`src/rtl/sync_reg_arb.sv`:
```
// Round-robin arbiter feeding one shared SYNC_REG crossing from NCH in_clk-domain sources.
// One holding slot per channel; grants are paced GAP cycles apart so the crossing handshake is never overrun.
module sync_reg_arb #(
    parameter int NCH = 4,
    parameter int DW  = 16,
    parameter int GAP = 8,
    localparam int CW = $clog2(NCH)
) (
    input  logic              in_clk,
    input  logic              reset,
    input  logic [NCH-1:0]    req_strobe,
    input  logic [NCH*DW-1:0] req_data,
    input  logic              ovfl_clr,
    output logic [NCH-1:0]    pend,
    output logic [NCH-1:0]    ovfl,
    output logic              sr_strobe,
    output logic [CW+DW-1:0]  sr_reg,
    output logic              idle
);

    localparam int GW = $clog2(GAP);

    typedef enum logic {IDLE, HOLD} state_t;

    state_t         state;
    logic [GW-1:0]  cnt;
    logic [CW-1:0]  last;
    logic [DW-1:0]  slot [NCH];

    logic           grant;
    logic           grant_found;
    logic [CW-1:0]  grant_idx;
    logic [CW-1:0]  idx;
    logic [NCH-1:0] grant_vec;
    logic [NCH-1:0] ovfl_set;

    // First pending channel after 'last', wrapping; k == NCH wraps back onto 'last' itself.
    always_comb begin
        grant_found = 1'b0;
        grant_idx   = last;
        idx         = last;
        for (int k = 1; k <= NCH; k++) begin
            idx = last + CW'(k);
            if (!grant_found && pend[idx]) begin
                grant_found = 1'b1;
                grant_idx   = idx;
            end
        end
        grant = (state == IDLE) && grant_found;
        for (int i = 0; i < NCH; i++) begin
            grant_vec[i] = grant && (grant_idx == CW'(i));
            ovfl_set[i]  = req_strobe[i] && pend[i] && !grant_vec[i];
        end
    end

    always_ff @(posedge in_clk or posedge reset) begin
        if (reset) begin
            pend <= '0;
            ovfl <= '0;
            for (int i = 0; i < NCH; i++) begin
                slot[i] <= '0;
            end
        end else begin
            for (int i = 0; i < NCH; i++) begin
                // A repost in the grant cycle refills the slot the grant is emptying.
                if (req_strobe[i] && (!pend[i] || grant_vec[i])) begin
                    slot[i] <= req_data[i*DW +: DW];
                    pend[i] <= 1'b1;
                end else if (grant_vec[i]) begin
                    pend[i] <= 1'b0;
                end
            end
            ovfl <= (ovfl & ~{NCH{ovfl_clr}}) | ovfl_set;
        end
    end

    // Loading GAP-2 makes HOLD last GAP-1 cycles, so grants land exactly GAP cycles apart.
    always_ff @(posedge in_clk or posedge reset) begin
        if (reset) begin
            state     <= IDLE;
            cnt       <= '0;
            last      <= CW'(NCH - 1);
            sr_strobe <= 1'b0;
            sr_reg    <= '0;
        end else begin
            sr_strobe <= 1'b0;
            case (state)
                IDLE: begin
                    if (grant) begin
                        sr_strobe <= 1'b1;
                        sr_reg    <= {grant_idx, slot[grant_idx]};
                        last      <= grant_idx;
                        cnt       <= GW'(GAP - 2);
                        state     <= HOLD;
                    end
                end
                HOLD: begin
                    if (cnt == '0) begin
                        state <= IDLE;
                    end else begin
                        cnt <= cnt - 1'b1;
                    end
                end
                default: state <= IDLE;
            endcase
        end
    end

    assign idle = (state == IDLE) && (pend == '0);

endmodule
```
`config.mk`:
```
export PLATFORM = sky130hd
export DESIGN_NAME = sync_reg_arb
export DESIGN_NICKNAME = d
export VERILOG_FILES = /design/src/rtl/sync_reg_arb.sv
export SDC_FILE = /design/constraint.sdc
export NUM_CORES = 1
export LEC_CHECK = 0
export CAP_MARGIN = 20
export CORE_MARGIN = 1
export CORE_UTILIZATION = 44
export DETAILED_ROUTE_END_ITERATION = 8
export PLACE_DENSITY = 0.71
export SLEW_MARGIN = 15
export SYNTH_ARGS = -nofsm -noshare
export SYNTH_HDL_FRONTEND = slang
export SYNTH_SLANG_ARGS = --single-unit
```
`constraint.sdc`:
```
create_clock -name in_clk -period 3.5 [get_ports in_clk]
set_input_delay 0.35 -clock in_clk [delete_from_list [all_inputs] [get_ports in_clk]]
set_output_delay 0.35 -clock in_clk [all_outputs]
set_load 0.01 [all_outputs]
```
# [After elaboration in Yosys (flattened, before gate mapping)]
# Index checks and enable logic that the tools add are counted.
[totals] latch_bits=0 ram_bits=0 regBits=97 output_inout_bits=28 elab_cells=112 rom_bits=0 memories=0
[classes] bitwise=5 mul=0 muxes=34 n_eq_ne=5 shifts=0 n_reduce_logical=45 div=0 addsub=4 order_cmp=5
[op_table] op="$bmux W16 S2" count=1
[op_table] op="$mux W16" count=2
[op_table] op="$logic_and A1 B1 Y1" count=21
[op_table] op="$mux W1" count=19
[op_table] op="$lt A2 B3 Y1 const B" count=4
[op_table] op="$logic_not A1 Y1" count=11
[op_table] op="$bmux W1 S2" count=4
[op_table] op="$mux W2" count=4
[op_table] op="$reduce_bool A2 Y1" count=4
[op_table] op="$mux W3" count=2
[op_table] op="$pmux W3 S2" count=1
[op_table] op="$add A2 B2 Y2 const B" count=2
[op_table] op="$and A4 B4 Y4" count=1
[op_table] op="$eq A2 B2 Y1 const B" count=2
[op_table] op="$logic_not A4 Y1" count=1
[op_table] op="$logic_or A1 B1 Y1" count=4
[op_table] op="$ne A2 B2 Y1 const B" count=2
[op_table] op="$not A4 Y4" count=1
[op_table] op="$or A4 B4 Y4" count=1
[op_table] op="$reduce_and A2 Y1" count=2
[op_table] op="$ge A3 B3 Y1 const B" count=1
[op_table] op="$logic_not A3 Y1" count=1
[op_table] op="$not A2 Y3" count=1
[op_table] op="$sub A3 B1 Y3 const B" count=1
[op_table] op="5 further kinds" count=5

# [Logic depth before layout (Yosys ltp)]
# Gate-level depths: netlist of the first run.
[logic_depth] word_depth=18 depth_mapped=9 mapped_depth_nobuf=6

# [Least setup slack after synthesis of the first run]
# No wires, ideal clock.
[synth_timing] path_type="reg-to-reg" from="register last[0]" to="register slot[32] (netlist bit)" stages_incl_launch_ff=10 t_required_ps=3375 n_path_buf=4 slack_ps=1131 arrival_ps=2244 path_cell_list="dfstp_2 -> buf_4 -> inv_2 -> a31o_1 -> buf_6 -> or2_1 -> buf_6 -> o32ai_4 -> buf_8 -> mux2_4"
[synth_via] elab_chain_cells=17 elab_cells_between_ends=30 cone_classes="add/sub: 3; eq/ne: 1; mux: 16; reduce/logical: 10"
[synth_lines] item="start: declaration" line_no="27" rtl="logic [CW-1:0] last;"
[synth_lines] item="start signal: assignment" line_no="82" rtl="last <= CW'(NCH - 1);"
[synth_lines] item="start signal: assignment" line_no="92" rtl="last <= grant_idx;"
[synth_lines] item="$add A2 B1 Y2" line_no="43" rtl="idx = last + CW'(k);"
[synth_lines] item="$bmux W1 S2" line_no="44" rtl="if (!grant_found && pend[idx]) begin"
[synth_lines] item="$mux W1 (implied by the code)" line_no="44"
[synth_lines] item="$mux W1" line_no="44"
[synth_lines] item="$logic_not A1 Y1" line_no="44"
[synth_lines] item="$logic_and A1 B1 Y1" line_no="44"
[synth_lines] item="$mux W1" line_no="44"
[synth_lines] item="$logic_not A1 Y1" line_no="44"
[synth_lines] item="$logic_and A1 B1 Y1" line_no="44"
[synth_lines] item="$mux W1" line_no="44"
[synth_lines] item="$logic_not A1 Y1" line_no="44"
[synth_lines] item="$logic_and A1 B1 Y1" line_no="44"
[synth_lines] item="$mux W2 or $mux W1 (tied branches)" line_no="44"
[synth_lines] item="$eq A2 B1 Y1 or $logic_and A1 B1 Y1 (tied branches)" line_no="51, 49"
[synth_lines] item="$logic_and A1 B1 Y1 *" line_no="51" rtl="grant_vec[i] = grant && (grant_idx == CW'(i));"
[synth_lines] item="$logic_or A1 B1 Y1 *" line_no="66" rtl="if (req_strobe[i] && (!pend[i] || grant_vec[i])) begin"
[synth_lines] item="$logic_and A1 B1 Y1 *" line_no="66"
[synth_lines] item="end signal: indexed assignment" line_no="67" rtl="slot[i] <= req_data[i*DW +: DW];"
[synth_lines] item="end: declaration" line_no="28" rtl="logic [DW-1:0] slot [NCH];"
# Every way passes the cells marked *; elsewhere a longest branch is shown, timed or not. The select of a mux whose other input is x is not followed.
# A chain may end at the register's enable or synchronous reset.

# [Worst setup path in the final report of the first run]
[layout_timing] from="register pend[3]" to="register ovfl[1]"
[layout_via] elab_chain_cells=17 elab_cells_between_ends=28 cone_classes="eq/ne: 1; mux: 16; bitwise: 1; reduce/logical: 10"
[layout_lines] item="start: declaration" line_no="14" rtl="output logic [NCH-1:0] pend,"
[layout_lines] item="start signal: assignment" line_no="58" rtl="pend <= '0;"
[layout_lines] item="start signal: indexed assignment" line_no="68" rtl="pend[i] <= 1'b1;"
[layout_lines] item="start signal: indexed assignment" line_no="70" rtl="pend[i] <= 1'b0;"
[layout_lines] item="$bmux W1 S2" line_no="44"
[layout_lines] item="$mux W1 (implied by the code)" line_no="44"
[layout_lines] item="$mux W1" line_no="44"
[layout_lines] item="$logic_not A1 Y1" line_no="44"
[layout_lines] item="$logic_and A1 B1 Y1" line_no="44"
[layout_lines] item="$mux W1" line_no="44"
[layout_lines] item="$logic_not A1 Y1" line_no="44"
[layout_lines] item="$logic_and A1 B1 Y1" line_no="44"
[layout_lines] item="$mux W1" line_no="44"
[layout_lines] item="$logic_not A1 Y1" line_no="44"
[layout_lines] item="$logic_and A1 B1 Y1" line_no="44"
[layout_lines] item="$mux W2 or $mux W1 (tied branches)" line_no="44"
[layout_lines] item="$eq A2 B1 Y1 or $logic_and A1 B1 Y1 (tied branches)" line_no="51, 49"
[layout_lines] item="$logic_and A1 B1 Y1 *" line_no="51"
[layout_lines] item="$logic_not A1 Y1 *" line_no="52" rtl="ovfl_set[i] = req_strobe[i] && pend[i] && !grant_vec[i];"
[layout_lines] item="$logic_and A1 B1 Y1 *" line_no="52"
[layout_lines] item="$or A4 B4 Y4 *" line_no="73" rtl="ovfl <= (ovfl & ~{NCH{ovfl_clr}}) | ovfl_set;"
[layout_lines] item="end signal: assignment" line_no="73"
[layout_lines] item="end: declaration" line_no="15" rtl="output logic [NCH-1:0] ovfl,"
# Marks and branches as above.

==> run_results.csv, run 1 <==
group,metric,value,unit
clock_tree,clk_pin_slew,0.10,ns
logic_synthesis,yosysMostFrequentCell,"dfrtp_1",
logic_synthesis,synthArstFlopShare,1.00,
setup_path,worst-r2r-cell-count,6,
clock_tree,clockBufferDepth,2,
timing,setup_viol,0,
global_routing,grt_pass1_vias,3336,
global_routing,grt_overflow,0,
floorplan,initial_core_util,0.455,
logic_synthesis,ys_warn_count,0,
clock_tree,postCtsResizedCells,0,
finish,insertedDiodeCount,0,
place,dpl.cell_count,605,
logic_synthesis,yosys-top-cells-area,"dfrtp_1 (53%), mux2_2 (9.6%), mux2i_1 (6.0%)",
routing,via_per_inst,5.38,
setup_path,criticalPathCategory,"flop to flop",
setup_path,r2r_setup_slack,0.76,ns
setup_path,critPathLaunchType,"flop",
timing,fin_crit_sh,0.783,
timing,max_clock_freq,365,MHz
setup_path,cp_slowest_cell,"o21ai_1",
logic_synthesis,syn-cell-area,4470,um^2
place,dp_hpwl,8.31,mm
global_routing,grt_max_degree,35,
logic_synthesis,avgSynthCellArea,11.5,um^2
finish,utilization,0.586,
clock_tree,ctsHoldBuffers,0,
logic_synthesis,syn-instance-count,389,
clock_tree,cts_root_buf,"clkbuf_8",
routing,drc,0,
place,gp_congestion,0.849,
power_and_ir_drop,p_leak,2.64,nW
setup_path,path_delay_family,"compound AO/OA/AOI/OAI gates",
run,drv_cap,0,
global_routing,track_usage,0.227,
finish,final_cells,621,
timing,tightest_slew,1.03,ns
setup_path,end_kind,"flop",
timing,period_minus_slack,2.74,ns
logic_synthesis,synth-seq-area-share,0.543,
clock_tree,clock-sinks,97,
floorplan,rows,36,
setup_path,r2r_start,"pend[3]",
setup_path,worstSetupStartpoint,"pend[3]",
floorplan,die_w,103,um
setup_path,r2r_end,"ovfl[1]",
clock_tree,h-tree-depth,3,
setup_path,required,3.79,ns
global_routing,antenna_found_initial,0,
timing,holdWs,0.320,ns
clock_tree,cts_setup_buffers,0,
setup_path,cp.depth,6,
worst_hold_path,hold_class,"input pin to async pin",
place,port_buffers,98,
logic_synthesis,ys_ff_latch,97,
timing,tns,0,ns
routing,dr_total_vias,3339,
routing,wl,11.2,mm
logic_synthesis,synth_top_area_share,0.532,
timing,slew_headroom,0.311,
setup_path,cp_cell_sequence,"nor4_1 -> or2_2 -> inv_1 -> o21ai_1 -> o21ai_0 -> o2bb2ai_1",
clock_tree,cts_buffers,9,
routing,firstDrtPassIters,4,
clock_tree,cts_tree,"yes",
power_and_ir_drop,totalPowerFinal,2.51,mW
logic_synthesis,synthFlopType,"dfrtp_1",
floorplan,core,9820,um^2
routing,wl_per_cell,18.1,um
logic_synthesis,ys_types,45,
timing,rsz0062_at_grt,"false",
timing,drv_slew,0,
finish,layout.nets,556,
power_and_ir_drop,max-vdd-ir-drop,0.000247,V
floorplan,die_h,103,um
routing,drtIter0Drc,164,
logic_synthesis,synth_edf_count,0,
outcome,outcome,"finished clean",
logic_synthesis,synth_fp_nets,462,
clock_tree,clk_latency,0.36,ns
global_routing,grt_pass1_wl,17.4,mm
setup_path,worstPathMaxFanout,25,
power_and_ir_drop,pwr_density_cell,436,nW/um^2
finish,synthToLayoutAreaGrowth,28.8,%
timing,final_hold_viol_count,0,
finish,largest_reg_flops,64,
floorplan,die_area,10600,um^2
logic_synthesis,yosys.area.top_type,"dfrtp_1",
finish,drive_gt1_frac,0.170,
logic_synthesis,ys_top_cells_by_count,"dfrtp_1 (95), nand2_1 (52), mux2_2 (38), mux2i_1 (27), inv_1 (25)",
timing,clock_skew,0.00944,ns
setup_path,endpoint,"ovfl[1]",
routing,antenna_left,0,
floorplan,ios,99,
setup_path,slowest_delay,0.53,ns
setup_path,worst-path-buf-inv,1,
setup_path,crit_arrival,3.03,ns
-- metrics by stage --
step | worst slack [ns] | instance area [um^2]
after floorplan | 0.620 | 4470
after global placement | 0.752 | 5550
after detailed placement | 0.807 | 5550
after CTS | 0.762 | 5760
after global routing | 0.531 | 5760
final | 0.761 | 5760
-- report_power, final --
group          internal, mW  leakage [nW]  total (mW)  switching (mW)
sequential             1.26          1.13        1.35          0.0937
combinational         0.250          1.41       0.403           0.153
clock                 0.342        0.0965       0.761           0.419
-- worst register-to-register path, cell delays in order (launching register included) --
cell	delay [ns]
dfrtp_1	0.52
nor4_1	0.34
or2_2	0.49
inv_1	0.36
o21ai_1	0.54
o21ai_0	0.24
o2bb2ai_1	0.17
-- final cells by class --
cell class,count,area [um^2]
inverters,26,98.8
clock buffers,10,128
well taps,133,166
multi-input cells,242,1810
repair buffers,107,1050
flip-flops and latches,97,2430
fillers,880,4060
clock inverters,6,76.3
-- placed cells by master, fill, tap and decap left out, types with 3 or more instances in the layout --
cell / n
dfrtp_1: 95
a21oi_1: 12
nor3_1: 16
inv_1: 24
nor2_1: 8
clkdlybuf4s50_1: 98
mux2_2: 38
buf_4: 9
mux2i_1: 27
mux2_4: 10
a221oi_1: 7
o2bb2ai_1: 3
nand2b_1: 4
or2_2: 3
clkbuf_8: 9
o22ai_1: 17
o221ai_1: 9
o21ai_0: 9
nand2_1: 52
-- cells by family (layout without fill, tap and decap cells) --
group                      Yosys count  after routing  synth area share
DFF                                 97             97             0.543
adders and majority gates            2              2           0.00560
buffers and inverters               50            149            0.0518
and+or+nand+nor                     95             95            0.0951
AOI/OAI and AO/OA                   70             70             0.114
muxes                               75             75             0.190
-- layer usage --
layer / up-vias / share of wire / track usage
met1: 1638 / 0.43 / 0.290
met2: 118 / 0.49 / 0.375
met4: 0 / 0.038 / 0.115
met5: - / 0 / 0
met3: 30 / 0.048 / 0.0353
li1: 1553 / - / -
-- how the worst min path moves through the flow --
stage                    from         to
global placement      ovfl[2]    ovfl[2]
CTS                     reset   slot[23]
floorplan              cnt[0]     cnt[0]
detailed placement  sr_reg[7]  sr_reg[7]
global route            reset   slot[23]
finish                  reset   slot[23]
No activity file was read; power rests on OpenSTA's default activity.
==> run 2: changes to the inputs <==
clock period = 2.85 ns   (was 3.5 ns; I/O delays follow)
==> run 2 against run 1 <==
Against the previous run: highest routed layer unchanged; non-clock buffer count up 4; maximum frequency is 13% higher; clock skew up 0.0039 ns; worst hold slack got worse by 0.027 ns; critical path depth stayed put; die area is the same; final cell count grew 0.64%; power grew 29%; via count grew 0.24%; sequential power rose by 22%.
==> run_results.csv, run 2 (synthesized netlist as in run 1, its figures left out) <==
group,metric,value,unit
floorplan,rows,36,
finish,largest_reg_flops,64,
timing,fin_crit_sh,0.852,
routing,wl,10.9,mm
timing,tightest_slew,1.05,ns
outcome,outcome,"finished clean",
finish,layout.nets,560,
setup_path,critPathLaunchType,"flop",
power_and_ir_drop,max-vdd-ir-drop,0.000291,V
setup_path,worst-path-buf-inv,1,
setup_path,crit_arrival,2.68,ns
power_and_ir_drop,seqPwrFrac,0.509,
finish,design_area,5860,um^2
clock_tree,clk_latency,0.37,ns
timing,tns,0,ns
clock_tree,cts_buffers,9,
timing,max_clock_freq,412,MHz
clock_tree,clockBufferDepth,2,
setup_path,worstPathMaxFanout,16,
timing,rsz0062_at_grt,"false",
finish,utilization,0.597,
timing,setup_viol,0,
timing,final_hold_viol_count,0,
floorplan,die_w,103,um
place,gp_congestion,0.920,
global_routing,grt_max_degree,35,
power_and_ir_drop,p_sw_frac,0.241,
power_and_ir_drop,p_clk_frac,0.337,
routing,dr_total_vias,3347,
setup_path,r2r_end,"slot[47]",
clock_tree,ctsHoldBuffers,0,
finish,synthToLayoutAreaGrowth,31.0,%
routing,antenna_left,0,
run,drv_cap,0,
power_and_ir_drop,intPower,2.46,mW
timing,drv_slew,0,
setup_path,worstSetupStartpoint,"pend[1]",
routing,via_per_inst,5.36,
global_routing,grt_pass1_vias,3453,
routing,firstDrtPassIters,4,
floorplan,initial_core_util,0.455,
routing,drtIter0Drc,140,
setup_path,worst-r2r-cell-count,6,
clock_tree,postCtsResizedCells,0,
routing,wl_per_cell,17.4,um
global_routing,grt_overflow,0,
power_and_ir_drop,p_switching,781,uW
setup_path,r2r_setup_slack,0.42,ns
place,placed_cell_area,5610,um^2
setup_path,slowest_delay,0.63,ns
floorplan,core,9820,um^2
floorplan,ios,99,
setup_path,end_kind,"flop",
finish,drive_gt1_frac,0.179,
floorplan,die_h,103,um
global_routing,grt_pass1_wl,17.3,mm
clock_tree,cts_tree,"yes",
power_and_ir_drop,comb_power_share,0.154,
setup_path,r2r_start,"pend[1]",
clock_tree,clock-sinks,97,
setup_path,criticalPathCategory,"flop to flop",
finish,final_cell_mix,"clkdlybuf4s50_1 (98), dfrtp_1 (95), nand2_1 (52)",
clock_tree,clk_pin_slew,0.10,ns
global_routing,track_usage,0.222,
setup_path,cp_slowest_cell,"dfrtp_1",
global_routing,antenna_found_initial,0,
clock_tree,cts_root_buf,"clkbuf_8",
place,dp_hpwl,8.03,mm
setup_path,required,3.10,ns
timing,period_minus_slack,2.43,ns
clock_tree,cts_setup_buffers,0,
setup_path,path_delay_family,"flip-flops",
finish,final_common_cell,"clkdlybuf4s50_1",
routing,drc,0,
place,port_buffers,98,
finish,insertedDiodeCount,0,
power_and_ir_drop,p_leak,2.69,nW
clock_tree,h-tree-depth,3,
worst_hold_path,hold_class,"input pin to async pin",
timing,slew_headroom,0.297,
power_and_ir_drop,pwr_density_cell,554,nW/um^2
setup_path,cp_cell_sequence,"nor3b_1 -> a31o_1 -> or2_1 -> o32ai_4 -> buf_4 -> mux2_2",
timing,clock_skew,0.0133,ns
floorplan,die_area,10600,um^2
## run 2: routing by layer
layer	GRT usage	vias to the layer above	routed length, um	share of wire
met5	0	-	0	0
met4	0.113	0	365	0.033
met3	0.0529	30	715	0.066
met2	0.364	134	5280	0.48
met1	0.277	1619	4550	0.42
li1	-	1564	-	-
## run 2: worst max-delay path by stage
stage | slack, ns | cells after the start | to
2_1_floorplan | 0.03 | 1 | cnt[0]
3_3_place_gp | 0.54 | 6 | slot[42]
3_5_place_dp | 0.45 | 6 | slot[43]
4_1_cts | 0.44 | 6 | slot[47]
5_1_grt | 0.25 | 5 | sr_reg[2]
6_report | 0.42 | 6 | slot[47]
## run 2: final cells by class
class / count / area [um^2]
Fill cell: 840 / 3960
Sequential cell: 97 / 2430
Multi-Input combinational cell: 242 / 1810
Timing Repair Buffer: 111 / 1100
Tap cell: 133 / 166
Clock buffer: 10 / 138
Clock inverter: 6 / 113
Inverter: 26 / 98.8
## run 2: metrics by stage
stage / total power, mW / hold slack, ns / worst slack [ns] / cells
3_3_place_gp: 2.16 / 0.474 / 0.538 / 609
2_1_floorplan: 1.90 / 0.397 / 0.0346 / 389
6_report: 3.24 / 0.294 / 0.422 / 625
3_5_place_dp: 2.18 / 0.481 / 0.447 / 609
5_1_grt: 3.39 / 0.344 / 0.250 / 625
4_1_cts: 3.27 / 0.302 / 0.439 / 625
## run 2: worst reg2reg max path, cell delays in order, from the launching register on
cell,delay [ns]
dfrtp_1,0.63
nor3b_1,0.14
a31o_1,0.24
or2_1,0.33
o32ai_4,0.28
buf_4,0.32
mux2_2,0.37
## run 2: power groups by stage
stage | Clock (mW) | Combinational, mW | Sequential (mW)
4_1_cts | 1.11 | 0.506 | 1.65
2_1_floorplan | 0 | 0.254 | 1.65
3_5_place_dp | 0 | 0.505 | 1.68
6_report | 1.09 | 0.499 | 1.65
3_3_place_gp | 0 | 0.488 | 1.68
5_1_grt | 1.17 | 0.551 | 1.67
==> run 3: changes to the inputs <==
ABC_AREA = 1   (was unset)
GPL_TIMING_DRIVEN = 0   (was unset)
PLACE_DENSITY = 0.7   (was 0.71)
clock period = 2.3 ns   (was 2.85 ns; I/O delays follow)
==> run 3 against run 2 <==
Against the previous run: sequential cell count is the same; synthesized cell count rose by 64%; combinational power up 18%; sequential power rose by 21%; clock power is 16% higher; sequential share of layout area decreased by 4.6 points; via count is 34% higher; critical path depth up 11; cell area rose by 12%; register-to-register slack got worse by 0.40 ns; count of clock-buffer cells in the layout stayed put; setup slack worse by 0.40 ns; critical path type unchanged; largest cell class unchanged.
==> run_results.csv, run 3 <==
group,metric,value,unit
finish,utilization,0.626,
power_and_ir_drop,p_leak,3.46,nW
logic_synthesis,ys_ff_latch,97,
clock_tree,clk_latency,0.36,ns
timing,max_clock_freq,439,MHz
timing,setup_viol,0,
logic_synthesis,synthArstFlopShare,1.00,
clock_tree,clk_pin_slew,0.09,ns
finish,final_cell_mix,"nand2_1 (307), dfrtp_1 (95), clkdlybuf4s50_1 (94)",
setup_path,worstPathMaxFanout,10,
setup_path,critPathLaunchType,"flop",
logic_synthesis,synth-adder-area-share,0.00517,
power_and_ir_drop,totalPowerFinal,3.84,mW
global_routing,grt_pass1_vias,4241,
clock_tree,h-tree-depth,3,
floorplan,die_h,107,um
global_routing,grt_overflow,0,
setup_path,path_delay_family,"simple AND/OR/NAND/NOR gates",
logic_synthesis,ys_types,24,
logic_synthesis,yosys.area.top_type,"dfrtp_1",
setup_path,criticalPathCategory,"flop to flop",
worst_hold_path,min_to,"pend[3]",
power_and_ir_drop,comb_power_share,0.153,
logic_synthesis,synth_top_family_by_area,"simple AND/OR/NAND/NOR gates",
routing,drtIter0Drc,222,
outcome,outcome,"finished clean",
setup_path,slowest_delay,0.53,ns
setup_path,cp_cell_sequence,"buf_6 -> inv_8 -> nand2_1 -> nand2_2 -> nand2_4 -> nand2_4 -> nor2_4 -> nand2_4 -> nand2_4 -> nand2_4 -> nor2_4 -> nand2_2 -> nand2_4 -> nand2_8 -> clkbuf_16 -> nand2_1 -> nand2_1",
routing,dr_total_vias,4500,
logic_synthesis,ys_top_cells_by_count,"nand2_1 (318), dfrtp_1 (95), nand3_1 (91), inv_1 (50)",
power_and_ir_drop,pwr_density_cell,583,nW/um^2
global_routing,antenna_found_initial,0,
setup_path,crit_arrival,2.54,ns
floorplan,ios,99,
floorplan,initial_core_util,0.460,
logic_synthesis,yosysMostFrequentCell,"nand2_1",
worst_hold_path,hold_class,"input pin to flop",
logic_synthesis,syn-cell-area,4840,um^2
clock_tree,cts_buffers,9,
routing,wl,12.7,mm
finish,drive_gt1_frac,0.147,
setup_path,required,2.56,ns
clock_tree,clock-sinks,97,
worst_hold_path,holdPathStages,3,
setup_path,worst-path-buf-inv,3,
floorplan,die_area,11400,um^2
power_and_ir_drop,seqPwrFrac,0.519,
power_and_ir_drop,max-vdd-ir-drop,0.000318,V
clock_tree,cts_root_buf,"clkbuf_8",
setup_path,worst-r2r-cell-count,17,
finish,layout.nets,846,
place,dp_hpwl,9.22,mm
logic_synthesis,synthXorXnorAreaFrac,0,
setup_path,end_kind,"flop",
timing,period_minus_slack,2.28,ns
floorplan,core,10500,um^2
routing,wl_per_cell,13.9,um
global_routing,track_usage,0.224,
power_and_ir_drop,intPower,2.84,mW
logic_synthesis,synth_top_area_share,0.491,
routing,antenna_left,0,
finish,final_common_cell,"nand2_1",
finish,fillers,934,
finish,largest_reg_flops,64,
logic_synthesis,synth_mux_area_frac,0,
logic_synthesis,synthFlopType,"dfrtp_1",
clock_tree,cts_tree,"yes",
routing,via_per_inst,4.92,
run,drv_cap,0,
setup_path,r2r_setup_slack,0.02,ns
logic_synthesis,avgSynthCellArea,7.57,um^2
finish,insertedDiodeCount,0,
logic_synthesis,ys_warn_count,0,
clock_tree,ctsHoldBuffers,0,
setup_path,cp_slowest_cell,"dfstp_2",
floorplan,rows,37,
clock_tree,clockBufferDepth,2,
timing,final_hold_viol_count,0,
logic_synthesis,synth-compound-area-share,0.0116,
timing,fin_crit_sh,0.990,
power_and_ir_drop,p_clk_frac,0.328,
routing,drc,0,
timing,clock_skew,0.00603,ns
place,gp_congestion,0.791,
setup_path,r2r_start,"last[0]",
power_and_ir_drop,p_sw_frac,0.260,
worst_hold_path,worstHoldStart,"req_strobe[3]",
logic_synthesis,syn-instance-count,639,
floorplan,die_w,107,um
timing,drv_slew,0,
timing,tightest_slew,0.727,ns
setup_path,crit_top_cell,"nand2_4",
logic_synthesis,synth_fp_nets,712,
global_routing,grt_pass1_wl,19.8,mm
logic_synthesis,synth_edf_count,0,
timing,holdWs,0.207,ns
logic_synthesis,synth-seq-area-share,0.502,
power_and_ir_drop,p_switching,999,uW
logic_synthesis,yosys-top-cells-area,"dfrtp_1 (49%), nand2_1 (25%), nand3_1 (9.4%)",
routing,firstDrtPassIters,5,
finish,synthToLayoutAreaGrowth,36.0,%
global_routing,grt_max_degree,37,
timing,rsz0062_at_grt,"true",
place,port_buffers,94,
timing,slew_headroom,0.515,
setup_path,r2r_end,"slot[32]",
logic_synthesis,yosys.area_share.simple,0.403,
run 3: cell types whose count changed after synthesis, sizes merged, moves of 10 or more:
cell / change
nand2: +290
nand3: +90
mux2: -48
mux2i: -27
inv: +26
nor3: -16
buf: +13
o22ai: -13
a21oi: -10
run 3: stage by stage:
step	worst slack, ns	cells	instance area [um^2]	TNS (ns)
final	0.0239	914	6580	0
after floorplan	0.292	639	4840	0
after global routing	-0.0907	914	6580	-2.02
after CTS	0.00403	887	6220	0
after global placement	-0.0570	869	5950	-4.83
after detailed placement	0.0254	871	5990	0
run 3: metal layers:
| metal | wire length [um] | share of wire | vias up | track usage |
|---|---|---|---|---|
| li1 | - | - | 2247 | - |
| met1 | 5690 | 0.45 | 2137 | 0.294 |
| met2 | 6510 | 0.51 | 105 | 0.392 |
| met3 | 429 | 0.034 | 11 | 0.0255 |
| met4 | 117 | 0.0092 | 0 | 0.0616 |
| met5 | 0 | 0 | - | 0 |
run 3: layout make-up:
class	count	area (um^2)	area share
Sequential cell	97	2430	0.369
Multi-Input combinational cell	461	2140	0.325
Timing Repair Buffer	123	1220	0.185
Inverter	52	206	0.0314
Buffer	29	195	0.0297
Tap cell	136	170	0.0259
Clock buffer	10	138	0.0209
Clock inverter	6	90.1	0.0137
run 3: kinds of logic (layout without fill, tap and decap cells):
kind of cell,after synthesis,in the layout
simple gates,448,449
flops,97,97
buf+inv,82,220
compound gates,10,10
fa+ha+maj,2,2
run 3: worst min-delay path, delay by kind of cell:
family                 cells  cell delay (ns)
AND/OR/NAND/NOR            1             0.05
buffers and inverters      2             0.25
run 3: worst max-delay path by stage:
| stage | start | endpoint | slack (ns) | cells past startpoint |
|---|---|---|---|---|
| after floorplan | last[0] | slot[0] | 0.29 | 17 |
| after global placement | reset | state | -0.06 | 2 |
| after detailed placement | last[0] | slot[54] | 0.03 | 17 |
| after CTS | last[0] | slot[48] | 0.004 | 17 |
| after global routing | last[0] | slot[40] | -0.09 | 17 |
| final | last[0] | slot[32] | 0.02 | 17 |
run 3: power groups by stage:
stage	sequential [mW]	clock (mW)	combinational, mW
finish	1.99	1.26	0.588
CTS	1.99	1.28	0.582
global route	2.01	1.36	0.665
floorplan	2.01	0	0.290
detailed placement	2.02	0	0.581
global placement	2.02	0	0.559
run 3: what timing repair did:
| item | CTS | global route |
|---|---|---|
| gates resized for setup | 0 | 43 |
| setup endpoints to repair | 0 | 71 |
| hold endpoints to repair | 0 | 0 |
| setup buffers | 0 | 25 |
